<file path="src/rtl/ising_axi_defs.sv">
// Shared register map of the Ising responder, imported by the initiator and
// anything else that talks to the responder.
package ising_axi_defs;

  localparam logic [31:0] START_ADDR       = 32'h0000_0500;
  localparam logic [31:0] CTR_CUTOFF_ADDR  = 32'h0000_0600;
  localparam logic [31:0] CTR_MAX_ADDR     = 32'h0000_0700;
  localparam logic [31:0] PHASE_ADDR_BASE  = 32'h0000_0800;
  localparam logic [31:0] WEIGHT_ADDR_BASE = 32'h0000_1000;

  // Byte address of 32-bit word idx in a block starting at base.
  function automatic logic [31:0] word_addr(input logic [31:0] base,
                                            input logic [31:0] idx);
    return base + (idx << 2);
  endfunction

endpackage

</file>
<file path="src/rtl/ising_run_timer.sv">
// Loadable 32-bit down-counter with a zero flag.
// Ports:
//   clk, rst   clock and asynchronous active-high reset
//   load       load load_val on the next edge (takes priority over counting)
//   load_val   value to load
//   zero       count is zero; the counter holds at zero
module ising_run_timer (
  input  logic        clk,
  input  logic        rst,
  input  logic        load,
  input  logic [31:0] load_val,
  output logic        zero
);

  logic [31:0] cnt_q;
  logic [31:0] cnt_d;

  always_comb begin
    cnt_d = cnt_q;
    if (load) begin
      cnt_d = load_val;
    end else if (cnt_q != 32'd0) begin
      cnt_d = cnt_q - 32'd1;
    end
  end

  always_ff @(posedge clk or posedge rst) begin
    if (rst) begin
      cnt_q <= 32'd0;
    end else begin
      cnt_q <= cnt_d;
    end
  end

  assign zero = (cnt_q == 32'd0);

endmodule

</file>
<file path="src/rtl/ising_axi_initiator.sv">
// Sequencer that programs an Ising responder over a simple strobe bus:
// START=0, counter cutoff/max, streamed weights, START=1, waits the anneal
// time, then reads back N phase bits one at a time.
// Ports:
//   clk, axi_rst                      clock, asynchronous active-high reset
//   cmd_start, cutoff_in, max_in,
//   run_cycles                        run request and its parameters
//   w_valid, w_data, w_ready          weight stream (ready/valid)
//   busy, done, err, phase_out        status and captured phase vector
//   wready, wr_addr, wdata            one-cycle write strobe to responder
//   arvalid_q, araddr_q               one-cycle read request
//   rready, rvalid, rresp, rdata      read data channel
// All outputs are registered.
module ising_axi_initiator
  import ising_axi_defs::*;
#(
  parameter int N                = 3,
  parameter int NUM_WEIGHT_WORDS = 5,
  parameter int RD_TIMEOUT       = 16
) (
  input  logic          clk,
  input  logic          axi_rst,
  input  logic          cmd_start,
  input  logic [31:0]   cutoff_in,
  input  logic [31:0]   max_in,
  input  logic [31:0]   run_cycles,
  input  logic          w_valid,
  input  logic [31:0]   w_data,
  output logic          w_ready,
  output logic          busy,
  output logic          done,
  output logic          err,
  output logic [N-1:0]  phase_out,
  output logic          wready,
  output logic [31:0]   wr_addr,
  output logic [31:0]   wdata,
  output logic          arvalid_q,
  output logic [31:0]   araddr_q,
  output logic          rready,
  input  logic          rvalid,
  input  logic          rresp,
  input  logic [31:0]   rdata
);

  localparam int WW = (NUM_WEIGHT_WORDS > 1) ? $clog2(NUM_WEIGHT_WORDS) : 1;
  localparam int RW = (N > 1) ? $clog2(N) : 1;

  typedef enum logic [3:0] {
    IDLE, WR_HOLD, WR_CUTOFF, WR_MAX, WR_WEIGHT, WR_GO, RUN, RD_REQ, RD_WAIT, DONE
  } state_t;

  state_t         state_q, state_d;
  logic [31:0]    cutoff_q, cutoff_d, max_q, max_d, run_q, run_d;
  logic [WW-1:0]  w_idx_q, w_idx_d;
  logic [RW-1:0]  rd_idx_q, rd_idx_d;
  logic           busy_q, busy_d, done_q, done_d, err_q, err_d;
  logic [N-1:0]   phase_q, phase_d;
  logic           w_ready_q, w_ready_d, wready_q, wready_d, rready_q, rready_d;
  logic [31:0]    wr_addr_q, wr_addr_d, wdata_q, wdata_d, araddr_d;
  logic           arvalid_d;
  logic           tmr_load, tmr_zero;
  logic [31:0]    tmr_val;
  logic           unused_rdata;

  // Only bit 0 of the read data carries the phase.
  assign unused_rdata = ^rdata[31:1];

  // Shared timer: anneal wait in RUN, rvalid timeout in RD_WAIT.
  ising_run_timer u_timer (
    .clk      (clk),
    .rst      (axi_rst),
    .load     (tmr_load),
    .load_val (tmr_val),
    .zero     (tmr_zero)
  );

  always_comb begin
    state_d   = state_q;
    cutoff_d  = cutoff_q;
    max_d     = max_q;
    run_d     = run_q;
    w_idx_d   = w_idx_q;
    rd_idx_d  = rd_idx_q;
    err_d     = err_q;
    phase_d   = phase_q;
    done_d    = 1'b0;
    w_ready_d = 1'b0;
    wready_d  = 1'b0;
    wr_addr_d = 32'd0;
    wdata_d   = 32'd0;
    arvalid_d = 1'b0;
    araddr_d  = 32'd0;
    rready_d  = 1'b0;
    tmr_load  = 1'b0;
    tmr_val   = 32'd0;

    unique case (state_q)
      IDLE: begin
        if (cmd_start) begin
          cutoff_d  = cutoff_in;
          max_d     = max_in;
          run_d     = run_cycles;
          err_d     = 1'b0;
          w_idx_d   = '0;
          rd_idx_d  = '0;
          wready_d  = 1'b1;
          wr_addr_d = START_ADDR;
          state_d   = WR_HOLD;
        end
      end
      WR_HOLD: begin
        wready_d  = 1'b1;
        wr_addr_d = CTR_CUTOFF_ADDR;
        wdata_d   = cutoff_q;
        state_d   = WR_CUTOFF;
      end
      WR_CUTOFF: begin
        // Raise w_ready together with the MAX write so the first weight can
        // be written on the very next cycle.
        wready_d  = 1'b1;
        wr_addr_d = CTR_MAX_ADDR;
        wdata_d   = max_q;
        w_ready_d = 1'b1;
        state_d   = WR_MAX;
      end
      WR_MAX, WR_WEIGHT: begin
        w_ready_d = 1'b1;
        state_d   = WR_WEIGHT;
        if (w_valid && w_ready_q) begin
          wready_d  = 1'b1;
          wr_addr_d = word_addr(WEIGHT_ADDR_BASE, 32'(w_idx_q));
          wdata_d   = w_data;
          if (w_idx_q == WW'(NUM_WEIGHT_WORDS - 1)) begin
            w_ready_d = 1'b0;
            state_d   = WR_GO;
          end else begin
            w_idx_d = w_idx_q + 1'b1;
          end
        end
      end
      WR_GO: begin
        wready_d  = 1'b1;
        wr_addr_d = START_ADDR;
        wdata_d   = 32'd1;
        // The timer starts counting in the cycle the START=1 write is on the
        // bus; loading run-1 puts the first read exactly run_cycles later.
        tmr_load  = 1'b1;
        tmr_val   = (run_q == 32'd0) ? 32'd0 : run_q - 32'd1;
        state_d   = RUN;
      end
      RUN: begin
        if (tmr_zero) begin
          arvalid_d = 1'b1;
          araddr_d  = word_addr(PHASE_ADDR_BASE, 32'(rd_idx_q));
          state_d   = RD_REQ;
        end
      end
      RD_REQ: begin
        rready_d = 1'b1;
        tmr_load = 1'b1;
        tmr_val  = 32'(RD_TIMEOUT - 1);
        state_d  = RD_WAIT;
      end
      RD_WAIT: begin
        if (rvalid) begin
          phase_d[rd_idx_q] = rdata[0];
          if (rresp) begin
            err_d = 1'b1;
          end
          if (rd_idx_q == RW'(N - 1)) begin
            done_d  = 1'b1;
            state_d = DONE;
          end else begin
            rd_idx_d  = rd_idx_q + 1'b1;
            arvalid_d = 1'b1;
            araddr_d  = word_addr(PHASE_ADDR_BASE, 32'(rd_idx_q + 1'b1));
            state_d   = RD_REQ;
          end
        end else if (tmr_zero) begin
          err_d   = 1'b1;
          done_d  = 1'b1;
          state_d = DONE;
        end else begin
          rready_d = 1'b1;
        end
      end
      DONE: begin
        state_d = IDLE;
      end
      default: begin
        state_d = IDLE;
      end
    endcase

    busy_d = (state_d != IDLE);
  end

  always_ff @(posedge clk or posedge axi_rst) begin
    if (axi_rst) begin
      state_q   <= IDLE;
      cutoff_q  <= 32'd0;
      max_q     <= 32'd0;
      run_q     <= 32'd0;
      w_idx_q   <= '0;
      rd_idx_q  <= '0;
      busy_q    <= 1'b0;
      done_q    <= 1'b0;
      err_q     <= 1'b0;
      phase_q   <= '0;
      w_ready_q <= 1'b0;
      wready_q  <= 1'b0;
      wr_addr_q <= 32'd0;
      wdata_q   <= 32'd0;
      arvalid_q <= 1'b0;
      araddr_q  <= 32'd0;
      rready_q  <= 1'b0;
    end else begin
      state_q   <= state_d;
      cutoff_q  <= cutoff_d;
      max_q     <= max_d;
      run_q     <= run_d;
      w_idx_q   <= w_idx_d;
      rd_idx_q  <= rd_idx_d;
      busy_q    <= busy_d;
      done_q    <= done_d;
      err_q     <= err_d;
      phase_q   <= phase_d;
      w_ready_q <= w_ready_d;
      wready_q  <= wready_d;
      wr_addr_q <= wr_addr_d;
      wdata_q   <= wdata_d;
      arvalid_q <= arvalid_d;
      araddr_q  <= araddr_d;
      rready_q  <= rready_d;
    end
  end

  assign w_ready   = w_ready_q;
  assign busy      = busy_q;
  assign done      = done_q;
  assign err       = err_q;
  assign phase_out = phase_q;
  assign wready    = wready_q;
  assign wr_addr   = wr_addr_q;
  assign wdata     = wdata_q;
  assign rready    = rready_q;

endmodule

</file>
<file path="config.mk">
export PLATFORM = sky130hd
export DESIGN_NAME = ising_axi_initiator
export DESIGN_NICKNAME = d
export VERILOG_FILES = /design/src/rtl/ising_axi_defs.sv /design/src/rtl/ising_run_timer.sv /design/src/rtl/ising_axi_initiator.sv
export SDC_FILE = /design/constraint.sdc
export NUM_CORES = 1
export LEC_CHECK = 0
export CAP_MARGIN = 30
export CORE_MARGIN = 5
export CORE_UTILIZATION = 40
export CTS_CLUSTER_SIZE = 10
export DETAILED_ROUTE_END_ITERATION = 12
export PLACE_DENSITY = 0.74
export SYNTH_ARGS = -nofsm -noshare
export SYNTH_HDL_FRONTEND = slang
export SYNTH_SLANG_ARGS = --single-unit
</file>
<file path="constraint.sdc">
create_clock -name clk -period 13.5 [get_ports clk]
set_input_delay 2.7 -clock clk [delete_from_list [all_inputs] [get_ports clk]]
set_output_delay 2.7 -clock clk [all_outputs]
set_load 0.02 [all_outputs]
</file>
==> results.cfg <==
[outcome]
status = complete, no violations

[finish]
antenna_cells = 0
layout.nets = 1342
n_fill_cell = 2053
ff_latch_area_sq_um = 4730
drive_above_1_share_pct = 5.77
area_growth_pct = 28.0
layoutNonFillerInstCount = 1464
multi_input_area_sq_um = 3860

[global_route]
first_global_vias = 7565
grt_max_degree = 108
grt_pass1_wl_mm = 38.8
grt_overflow_total = 0
grt.total_usage_pct = 18.4
antenna_found_initial = 1

[sta]
rsz0062_at_grt = no
tightestPinTransition_ns = 0.833
setup_viol = 0
period_share_pct = 32.4
setup_tns_ns = 0
skew_ns = 0.0214
timing.fmax_mhz = 229
hold_viol = 0
fin_crit_ns = 4.38
whs_ns = 0.481
relSlewSlack_pct = 44.4
drv_slew = 0

[critical_path]
cp.required_ns = 13.80
r2r-end = u_timer.cnt_q[1]
r2r_start = run_q[18]
endpoint = w_idx_q[1]
worst_ep_arrival_time_ns = 4.68
critical_path_class = in -> reg
endpoint_kind = register
crit_path_start = cmd_start
start_kind = input pin
critPathMaxFanout = 72
worst-r2r-cell-count = 6
rrSetupSlack_ns = 10.49

[floorplan]
ios = 272
start_util_pct = 40.5
num_rows = 55
die_y_um = 161
coreArea_sq_um = 22600
dieArea_sq_um = 26000
fp.dieW_um = 161

[clock_network]
htree_levels = 4
clock_sinks = 189
cts_tree = built
clk_path_buf_depth = 2
clk_latency_ns = 0.45
cts_hold_buf = 0
cts_resized = 0
numCtsBuffers = 17
clkTransAtPathRegs_ns = 0.08
root_buffer = clkbuf_16
post-cts-setup-buffers = 0

[logic_synthesis]
synth_area_sq_um = 9140
synth_cell_type_count = 55
synth_area_per_cell_sq_um = 9.13
ys_async_sr_fraction_pct = 100
synth-seq-area-share_pct = 51.7
synth_compound_area_share_pct = 9.40
synth_top_family_by_area = simple AND/OR/NAND/NOR gates
synth_xor_xnor_area_share_pct = 4.89
synthMuxAreaShare_pct = 0.821
synthSimpleGateAreaFrac_pct = 23.4
synthCells = 1002
synth-seq-cells = 189
yosys_warnings = 0
synthAdderAreaFrac_pct = 1.37
ys_dominant_reg_cell = dfrtp_1
synth_edf_count = 0

[route]
drtAntennaViolNets = 0
drtIter0Drc = 446
dr.pass1.iters = 6
viasPerCell = 5.16
vias = 7548
wl_per_cell_um = 16.6
routed_wl_mm = 24.3
drc = 0

[pwr]
total_power_uw = 2410
cellLeakagePower_uw = 0.00570
power.density_nw_per_um2 = 206
peakVddDrop_mv = 0.0836

[min_path]
min_path_type = reg -> reg
min_path_cells = 2

[job]
cap_viol_max_count = 0

[placed_design]
place.port_buffers = 187
numPlacedInstances = 1432
gp_congestion = 0.832
dp_hpwl_mm = 16.8
-- routing by layer --
layer  GRT usage (%)  vias to the layer above  share of wire [%]
met5               0                        -              0.029
met4            5.35                        2                2.0
met3            7.63                       30                9.3
met2            31.6                      246                 50
met1            21.2                     3667                 39
li1                -                     3603                  -
-- kinds of logic (layout without fill, tap and decap cells) --
group / after synthesis / after routing
xor+xnor: 51 / 51
simple gates: 480 / 480
other cells: 1 / 53
fa+ha+maj: 10 / 10
mux: 7 / 7
buf+inv: 149 / 274
compound gates: 115 / 115
flops: 189 / 189
-- where the power goes --
group / internal (uW) / leakage, uW / switching, uW
clock: 250 / 0.000288 / 255
combinational: 387 / 0.00297 / 538
sequential: 797 / 0.00244 / 183
-- how the worst min path moves through the flow --
stage	start	endpoint
6_report	cutoff_q[12]	cutoff_q[12]
3_5_place_dp	max_q[1]	max_q[1]
2_1_floorplan	max_q[10]	max_q[10]
3_3_place_gp	cutoff_q[8]	cutoff_q[8]
5_1_grt	cutoff_q[8]	cutoff_q[8]
4_1_cts	max_q[7]	max_q[7]
-- cell usage after synthesis, drive strengths merged (10+ instances only) --
cell / number / area share (%)
ha: 10 / 1.4
nor4: 19 / 1.7
xor2: 32 / 3.1
clkbuf: 47 / 1.9
a222oi: 31 / 3.4
inv: 45 / 1.8
o22ai: 16 / 1.1
or4: 13 / 1.1
a22oi: 14 / 1.1
a21oi: 12 / 0.66
or3: 11 / 0.75
nor2: 46 / 1.9
buf: 57 / 4.6
dfrtp: 189 / 52
xnor2: 19 / 1.8
nor3: 36 / 2.1
o21ai: 19 / 1.0
nand2: 314 / 13
-- sequential cells by signal (all words and copies together), names as in the netlist --
register and count:
cutoff_q 32, run_q 32, wdata 32, err 1
rready 1, wr_addr 7, done 1, state_q 4
u_timer.cnt_q 32, w_idx_q 3, phase_out 3, w_ready 1
araddr_q 4, max_q 32, busy 1, wready 1
rd_idx_q 2
-- stage by stage --
step | setup WS, ns | area (sq um) | utilization (%)
CTS | 9.08 | 11700 | 51.8
global route | 8.98 | 11700 | 51.8
global placement | 8.56 | 11100 | 49.0
detailed placement | 8.62 | 11100 | 49.2
finish | 9.12 | 11700 | 51.8
floorplan | 5.66 | 9340 | -
-- layout make-up --
type | instances | area share [%]
flip-flops and latches | 189 | 40.4
multi-input cells | 716 | 33.0
repair buffers | 197 | 16.9
clock buffers | 17 | 3.64
well taps | 285 | 3.05
inverters | 45 | 1.51
clock inverters | 15 | 1.46
-- worst max-delay path, stage by stage --
cell and delay (ns):
clkdlybuf4s50_1 0.48, and3b_4 0.47, buf_4 0.69, nor2_1 0.14, nand2_1 0.09, o21ai_0 0.09
-- cell usage in the layout (no fill, tap or decap), drive strengths merged, types with 3 or more instances in the layout --
cell type	synthesis	final
clkinv	0	7
o31ai	4	4
o41ai	4	4
nand3b	4	4
or3	11	11
clkbuf	47	17
and3	4	4
nand3	8	8
a222oi	31	31
nor4	19	19
xor2	32	32
o21ai	19	19
mux2	4	4
mux2i	3	3
clkdlybuf4s50	0	187
xnor2	19	19
or2	9	9
nand4	4	4
a22oi	14	14
buf	57	10
nor2	46	46
inv	45	52
o22ai	16	16
ha	10	10
nor3	36	36
or4	13	13
dfrtp	189	189
conb	1	53
a21oi	12	12
nand2	314	314
(Power assumes the default switching activity.)
